$ cat src/rtl/rr_arb_pkg.sv
// Shared types and helpers for the round-robin lock arbiter.
//   state_e       : arbiter state (IDLE / OWN)
//   onehot_to_idx : encodes a onehot vector (up to MAX_REQ bits) to its index
//   ID_W          : grant index width for the default NUM=4 configuration
package rr_arb_pkg;

  localparam int unsigned MAX_REQ     = 32;
  localparam int unsigned NUM_DEFAULT = 4;
  localparam int unsigned ID_W        = $clog2(NUM_DEFAULT);

  typedef enum logic {
    IDLE = 1'b0,
    OWN  = 1'b1
  } state_e;

  // OR of indices of set bits; exact for onehot inputs, 0 for all-zero.
  function automatic logic [31:0] onehot_to_idx(input logic [MAX_REQ-1:0] vec);
    logic [31:0] idx;
    idx = '0;
    for (int i = 0; i < int'(MAX_REQ); i++) begin
      if (vec[i]) idx = idx | 32'(i);
    end
    return idx;
  endfunction

endpackage

$ cat src/rtl/rr_lock_arbiter_fixed_prio.sv
// Combinational fixed-priority arbiter: lowest set request index wins.
//   req_i   : request vector
//   gnt_c_o : onehot0 grant (combinational)
module rr_lock_arbiter_fixed_prio #(
  parameter int unsigned NUM = 4
) (
  input  logic [NUM-1:0] req_i,
  output logic [NUM-1:0] gnt_c_o
);

  // Isolate lowest set bit.
  assign gnt_c_o = req_i & (~req_i + NUM'(1));

endmodule

$ cat src/rtl/rr_lock_arbiter.sv
// Round-robin arbiter with grant locking: an owner keeps the grant while
// requesting, up to MAX_HOLD cycles, then yields if anyone else is waiting.
//   clk, rst_n  : clock, synchronous active-low reset
//   req_i       : level-sensitive request vector
//   gnt_o       : registered onehot0 grant
//   gnt_valid_o : registered, |gnt_o
//   gnt_id_o    : registered index of the owner, 0 when no grant
module rr_lock_arbiter
  import rr_arb_pkg::*;
#(
  parameter int unsigned NUM      = 4,
  parameter int unsigned MAX_HOLD = 8
) (
  input  logic                    clk,
  input  logic                    rst_n,
  input  logic [NUM-1:0]          req_i,
  output logic [NUM-1:0]          gnt_o,
  output logic                    gnt_valid_o,
  output logic [$clog2(NUM)-1:0]  gnt_id_o
);

  localparam int unsigned IDX_W = $clog2(NUM);
  localparam int unsigned CNT_W = $clog2(MAX_HOLD + 1);

  state_e             state_q, state_d;
  logic [IDX_W-1:0]   ptr_q, ptr_d;
  logic [CNT_W-1:0]   cnt_q, cnt_d;
  logic [NUM-1:0]     gnt_q, gnt_d;
  logic               gnt_valid_q, gnt_valid_d;
  logic [IDX_W-1:0]   gnt_id_q, gnt_id_d;

  logic [NUM-1:0]     mask;
  logic [NUM-1:0]     masked_req;
  logic [NUM-1:0]     gnt_masked;
  logic [NUM-1:0]     gnt_full;
  logic [NUM-1:0]     winner_oh;
  logic [IDX_W-1:0]   winner_idx;
  logic [NUM-1:0]     ptr_oh;
  logic               other_req;
  logic               owner_req;

  // Requests strictly above the pointer get priority.
  always_comb begin
    mask = '0;
    for (int i = 0; i < int'(NUM); i++) begin
      mask[i] = (32'(i) > 32'(ptr_q));
    end
  end

  assign masked_req = req_i & mask;

  rr_lock_arbiter_fixed_prio #(.NUM(NUM)) u_prio_masked (
    .req_i   (masked_req),
    .gnt_c_o (gnt_masked)
  );

  rr_lock_arbiter_fixed_prio #(.NUM(NUM)) u_prio_full (
    .req_i   (req_i),
    .gnt_c_o (gnt_full)
  );

  // Wrap to the full vector only when nobody is above the pointer.
  assign winner_oh  = (|masked_req) ? gnt_masked : gnt_full;
  assign winner_idx = IDX_W'(onehot_to_idx(MAX_REQ'(winner_oh)));

  assign ptr_oh    = NUM'(1) << ptr_q;
  assign owner_req = |(req_i & ptr_oh);
  assign other_req = |(req_i & ~ptr_oh);

  // Next-state logic and registered output values.
  always_comb begin
    state_d     = state_q;
    ptr_d       = ptr_q;
    cnt_d       = cnt_q;
    gnt_d       = '0;
    gnt_valid_d = 1'b0;
    gnt_id_d    = '0;

    unique case (state_q)
      IDLE: begin
        if (|req_i) begin
          state_d = OWN;
          ptr_d   = winner_idx;
          cnt_d   = '0;
        end
      end
      OWN: begin
        if (!owner_req) begin
          cnt_d = '0;
          if (other_req) begin
            ptr_d = winner_idx;
          end else begin
            state_d = IDLE;
          end
        end else if (32'(cnt_q) < MAX_HOLD - 1) begin
          cnt_d = cnt_q + CNT_W'(1);
        end else begin
          // Hold limit reached: restart the count; winner is never the
          // owner while someone else is requesting.
          cnt_d = '0;
          if (other_req) ptr_d = winner_idx;
        end
      end
      default: state_d = IDLE;
    endcase

    if (state_d == OWN) begin
      gnt_d       = NUM'(1) << ptr_d;
      gnt_valid_d = 1'b1;
      gnt_id_d    = ptr_d;
    end
  end

  // State and output registers.
  always_ff @(posedge clk) begin
    if (!rst_n) begin
      state_q     <= IDLE;
      ptr_q       <= IDX_W'(NUM - 1);
      cnt_q       <= '0;
      gnt_q       <= '0;
      gnt_valid_q <= 1'b0;
      gnt_id_q    <= '0;
    end else begin
      state_q     <= state_d;
      ptr_q       <= ptr_d;
      cnt_q       <= cnt_d;
      gnt_q       <= gnt_d;
      gnt_valid_q <= gnt_valid_d;
      gnt_id_q    <= gnt_id_d;
    end
  end

  assign gnt_o       = gnt_q;
  assign gnt_valid_o = gnt_valid_q;
  assign gnt_id_o    = gnt_id_q;

endmodule

$ cat config.mk
export PLATFORM = sky130hd
export DESIGN_NAME = rr_lock_arbiter
export DESIGN_NICKNAME = d
export VERILOG_FILES = /design/src/rtl/rr_arb_pkg.sv /design/src/rtl/rr_lock_arbiter_fixed_prio.sv /design/src/rtl/rr_lock_arbiter.sv
export SDC_FILE = /design/constraint.sdc
export NUM_CORES = 1
export LEC_CHECK = 0
export ABC_AREA = 1
export CORE_MARGIN = 10
export CORE_UTILIZATION = 39
export DETAILED_ROUTE_END_ITERATION = 10
export SLEW_MARGIN = 20
export SYNTH_ARGS = -nofsm -noshare
export SYNTH_HDL_FRONTEND = slang
export SYNTH_HIERARCHICAL = 1
export SYNTH_SLANG_ARGS = --single-unit
$ cat constraint.sdc
create_clock -name clk -period 1.7 [get_ports clk]
set_clock_uncertainty 0.2 [all_clocks]
set_input_delay 0.425 -clock clk [delete_from_list [all_inputs] [get_ports clk]]
set_output_delay 0.425 -clock clk [all_outputs]
set_load 0.01 [all_outputs]
==> Word-level counts from Yosys, hierarchy flattened <==
Index checks and enable logic that the tools add are counted.
{ "totals": {"ff_bits": 14, "inputBits": 6, "output_inout_bits": 7, "word_cells": 48} }
{ "op_classes": {"add_sub_neg": 3, "magnitude_cmp": 4, "eq_ne": 1, "n_shift": 2, "mux": 18, "bitwise": 9, "n_reduce_logical": 5} }
{ "ops": {"columns": ["cell", "count"], "rows": [
  ["bitwise AND 4 bit", 5],
  ["two-way mux 4 bit", 4],
  ["OR reduction 4 bit", 4],
  ["adder 4 x 1 -> 4 bit (second input constant)", 3],
  ["two-way mux 2 bit", 6],
  ["NOT 4 bit", 3],
  ["one-hot mux 4 bit (2 select lines)", 1],
  ["<< shifter 1 x 2 -> 4 bit (first input constant)", 2],
  ["two-way mux 1 bit", 5],
  ["greater-than comparator 2 bit (first input constant)", 2],
  ["< comparator 4 x 3 -> 1 bit (second input constant)", 1],
  ["one-hot mux 2 bit (2 select lines)", 1],
  ["greater-than comparator 1 x 2 -> 1 bit (first input constant)", 1],
  ["!= test 2 bit (second input constant)", 1],
  ["one-hot mux 1 bit (2 select lines)", 1],
  ["AND reduction 2 bit", 1],
  ["NOT 1 bit", 1]
]} }

==> Logic depth before layout (Yosys ltp) <==
{ "depth": {"ltp_word": 14, "ltp_mapped": 13, "mapped_depth_nobuf": 13} }

==> Cells and area by module <==
The synthesis kept the hierarchy.
{ "by_module_without_submodules": {"columns": ["mod", "instances", "cells_per_inst", "area_per_inst_um2", "seq_area_each_um2"], "rows": [
  ["rr_lock_arbiter", 1, 104, 695.7, 260.2],
  ["rr_lock_arbiter_fixed_prio", 2, 9, 37.5, 0.0]
]} }

==> Worst setup path after synthesis <==
OpenSTA, ideal clock, no wires.
{ "synth_path": {"kind": "register to register", "startpoint": "register ptr_q[0]", "endpoint": "register gnt_q[2], in the netlist gnt_o[2]", "setup_ns": 0.065, "arrival_ns": 1.318, "required_time_ns": 1.435, "path_slack_ns": 0.117, "stages_incl_launch_ff": 14, "period_less_slack_ns": 1.583, "cell_sequence": "dfxtp_1 > nor2_1 > nand2_2 > inv_1 > inv_2 > nand2_1 > nor2_1 > nand2_2 > nand2_2 > nor2_2 > nand3_1 > nand2_2 > inv_2 > nor2_1"} }
{ "synth_via": {"word_cells_on_any_way": 28, "cone_classes": "add/sub: 1; order compare: 3; shift: 2; mux: 12; bitwise: 6; reduce/logical: 4"} }
{ "synth_rtl": {"columns": ["item", "line", "source"], "rows": [
  ["from (decl)", "rr_lock_arbiter.sv:26", "logic [IDX_W-1:0] ptr_q, ptr_d;"],
  ["from (signal assigned)", "rr_lock_arbiter.sv:118", "ptr_q <= IDX_W'(NUM - 1);"],
  ["from (signal assigned)", "rr_lock_arbiter.sv:125", "ptr_q <= ptr_d;"],
  ["greater-than comparator 1 x 2 -> 1 bit *", "rr_lock_arbiter.sv:46", "mask[i] = (32'(i) > 32'(ptr_q));"],
  ["bitwise AND 4 bit *", "rr_lock_arbiter.sv:50", "assign masked_req = req_i & mask;"],
  ["named net masked_req[1]", "rr_lock_arbiter.sv:33", "logic [NUM-1:0] masked_req;"],
  ["NOT 4 bit *", "rr_lock_arbiter_fixed_prio.sv:12", "assign gnt_c_o = req_i & (~req_i + NUM'(1));"],
  ["adder 4 x 1 -> 4 bit *", "rr_lock_arbiter_fixed_prio.sv:12", null],
  ["bitwise AND 4 bit *", "rr_lock_arbiter_fixed_prio.sv:12", null],
  ["named net gnt_masked[3]", "rr_lock_arbiter.sv:34", "logic [NUM-1:0] gnt_masked;"],
  ["two-way mux 4 bit *", "rr_lock_arbiter.sv:63", "assign winner_oh = (|masked_req) ? gnt_masked : gnt_full;"],
  ["two-way mux 2 bit *", "rr_arb_pkg.sv:21", "if (vec[i]) idx = idx | 32'(i);"],
  ["two-way mux 2 bit", "rr_lock_arbiter.sv:90, rr_lock_arbiter.sv:101", null],
  ["two-way mux 2 bit", "rr_lock_arbiter.sv:95", "end else if (32'(cnt_q) < MAX_HOLD - 1) begin"],
  ["two-way mux 2 bit", "rr_lock_arbiter.sv:88", "if (!owner_req) begin"],
  ["one-hot mux 2 bit (2 select lines) *", "rr_lock_arbiter.sv:79", "unique case (state_q)"],
  ["<< shifter 1 x 2 -> 4 bit *", "rr_lock_arbiter.sv:108", "gnt_d = NUM'(1) << ptr_d;"],
  ["to (signal assigned)", "rr_lock_arbiter.sv:127", "gnt_q <= gnt_d;"],
  ["to (decl)", "rr_lock_arbiter.sv:28", "logic [NUM-1:0] gnt_q, gnt_d;"]
]} }
Mark *: on every way through the listed nets, which the timed path passes. The rest lies on a longest branch.
A chain may end at the register's enable or synchronous reset.

==> Worst setup path after layout <==
{ "layout_path": {"startpoint": "input req_i[2]", "endpoint": "register gnt_q[0], in the netlist gnt_o[0]"} }
{ "layout_via": {"elab_chain_len": 12, "word_cells_on_any_way": 28, "cone_classes": "add/sub: 2; shift: 1; mux: 13; bitwise: 7; reduce/logical: 5"} }
{ "layout_lines": {"columns": ["item", "line", "source"], "rows": [
  ["from (decl)", "rr_lock_arbiter.sv:16", "input logic [NUM-1:0] req_i,"],
  ["bitwise AND 4 bit", "rr_lock_arbiter.sv:50", null],
  ["NOT 4 bit", "rr_lock_arbiter_fixed_prio.sv:12", null],
  ["adder 4 x 1 -> 4 bit", "rr_lock_arbiter_fixed_prio.sv:12", null],
  ["bitwise AND 4 bit", "rr_lock_arbiter_fixed_prio.sv:12", null],
  ["two-way mux 4 bit", "rr_lock_arbiter.sv:63", null],
  ["two-way mux 2 bit (2 in a row)", "rr_arb_pkg.sv:21", null],
  ["two-way mux 2 bit", "rr_lock_arbiter.sv:90, rr_lock_arbiter.sv:101", null],
  ["two-way mux 2 bit", "rr_lock_arbiter.sv:95", null],
  ["two-way mux 2 bit", "rr_lock_arbiter.sv:88", null],
  ["one-hot mux 2 bit (2 select lines)", "rr_lock_arbiter.sv:79", null],
  ["<< shifter 1 x 2 -> 4 bit", "rr_lock_arbiter.sv:108", null]
]} }
Parallel ways exist; a longest one is shown, timed or not.

==> results_dict.tcl <==
set metrics [dict create \
    max_stage_delay_ns 0.28 \
    fin_area_um2 1100 \
    cpMaxStageDelayCell "clkdlybuf4s15_1" \
    hold_buffers 0 \
    period_share_pct 94.3 \
    die_x_um 64.0 \
    power_density_nw_per_um2 829 \
    required_ns 1.71 \
    hold_viol 0 \
    clock_latency_ns 0.27 \
    path_cells "clkdlybuf4s15_1 -> nand2_4 -> buf_4 -> nand3_4 -> nand2_1 -> nand2_1 -> nor2_2 -> nand3_1 -> nand2_2 -> inv_2 -> nor2_1" \
    path_buf_inv 3 \
    preCtsSetupSlack_ns -0.445 \
    fin_ws_ns 0.0973 \
    fin_nets 159 \
    ys_warn_count 6 \
    reg2reg_to "gnt_o[0]$_SDFF_PP0_" \
    ctsLongestPathBuffers 2 \
    ant_nets 0 \
    num_vias 800 \
    drc 0 \
    num_antenna_cells 0 \
    ios 13 \
    cp_data_arrival_time_ns 1.61 \
    cts_made_buffers 3 \
    cts_tree "done" \
    grt_pass1_wl_um 3080 \
    clkTransAtPathRegs_ns 0.08 \
    max_freq_ghz 0.624 \
    grt.total_usage_pct 9.10 \
    rrSetupSlack_ns 0.1 \
    start_kind "primary input" \
    grt-ovfl-total 0 \
    wl_per_cell_um 9.98 \
    place_area_um2 1000 \
    status "finished clean" \
    power.leakage_uw 0.000575 \
    core_um2 1780 \
    die_height_um 64.0 \
    syn_avg_cell_area_um2 6.30 \
    initial_core_util_pct 42.4 \
    crit_type "in -> reg" \
    grt_max_degree 9 \
    seqCellArea_um2 268 \
    rows 15 \
    hold_end "cnt_q[1]$_SDFFE_PN0P_" \
    root_buffer "clkbuf_4" \
    antenna_found_initial 0 \
    multi_input_comb_area_um2 474 \
    fin_crit_ns 1.60 \
    maxCapViolCount 0 \
    hp-start "cnt_q[1]$_SDFFE_PN0P_" \
    holdPathStages 2 \
    fillers 171 \
    vias_per_cell 4.55 \
    slew_violations 0 \
    hold_class "reg -> reg" \
    grt_pass1_vias 719 \
    finalSetupViolCount 0 \
    path_delay_family "simple AND/OR/NAND/NOR gates" \
    drtIter0Drc 26 \
    drtPass1Iterations 4 \
    hpwl_um 1420 \
    ff2ff_path_depth 13 \
    htreeDepth 1 \
    numClockSinks 13 \
    path_common_cell "nand2_1" \
    ir_drop_uv 535 \
    port_buffers 12 \
    wl_um 1760 \
    critPathCaptureType "register" \
    synth_area_um2 756 \
    syn_inst 120 \
    path_max_fanout 5 \
    r2r_start "ptr_q[1]$_SDFF_PN1_" \
    area_growth_pct 45.5 \
    die_area_um2 4100 \
    drive_above_1_share_pct 30.5 \
    place_congestion 0.830 \
]
-- tightest hold or removal path: stages (launching register included) --
cell and delay, ns:
dfxtp_1 0.34, nand2_1 0.07, a21oi_1 0.05
-- where the power goes --
part,switching (uW),total (uW),internal (uW)
clock network,96.8,188,91.0
logic,189,341,151
registers,38.0,384,346
-- layer usage --
| layer | track usage [%] | share of wire (%) | up-vias |
|---|---|---|---|
| met3 | 5.05 | 7.2 | 2 |
| li1 | - | - | 441 |
| met1 | 10.5 | 46 | 342 |
| met2 | 14.2 | 47 | 15 |
| met5 | 0 | 0 | - |
| met4 | 2.46 | 0.46 | 0 |
-- stage by stage --
stage	total power, uW	cells	util (%)	TNS, ns	hold WS [ns]
after floorplan	564	121	-	0	0.242
after global placement	701	170	56.1	-4.39	0.261
after detailed placement	704	170	56.1	-4.53	0.272
after CTS	878	174	57.1	0	0.295
after global routing	988	176	61.7	-0.00777	0.342
final	912	176	61.7	0	0.301
-- worst max-delay path by stage --
stage                   startpoint                   to  slack [ns]  depth (start not counted)
5_1_grt        ptr_q[1]$_SDFF_PN1_  gnt_o[2]$_SDFF_PN0_      -0.004                         10
3_5_place_dp              req_i[1]  gnt_o[2]$_SDFF_PN0_       -0.45                         13
6_report                  req_i[2]  gnt_o[0]$_SDFF_PP0_         0.1                         11
4_1_cts        ptr_q[0]$_SDFF_PN1_  gnt_o[0]$_SDFF_PP0_        0.01                         12
3_3_place_gp              req_i[2]  gnt_o[3]$_SDFF_PN0_       -0.45                         12
2_1_floorplan  ptr_q[0]$_SDFF_PN1_  gnt_o[2]$_SDFF_PN0_        0.12                         13
-- layout by cell type, fill, tap and decap left out, types with 2 or more instances in the layout --
cell           count
nand3_1            9
nand2_1           29
a21oi_1            4
clkbuf_4           3
inv_1             14
nand2_2            6
inv_2              6
nand4_1            6
dlygate4sd2_1     10
nor2_1            13
dfxtp_1           11
conb_1             2
buf_4             13
nor2_2             4
nand2_4            3
dfxtp_4            2
o21ai_2            2
-- state kept, by name (all words and copies together), names as in the netlist --
name and flops:
ptr_q 2, cnt_q 4, state_q 1, gnt_o 4, gnt_id_o 2
-- repair_timing --
item	in CTS	in global routing
endpoints found under the setup margin	16	8
pin swaps	0	11
gates resized for setup	13	23
buffers inserted	0	2
-- area by class of cell --
class / instances / area share, %
multi-input cells: 87 / 43.1
well taps: 25 / 2.84
flip-flops and latches: 13 / 24.3
clock buffers: 4 / 2.39
repair buffers: 26 / 19.7
inverters: 21 / 7.62
Power figures use the tool's default switching activity.
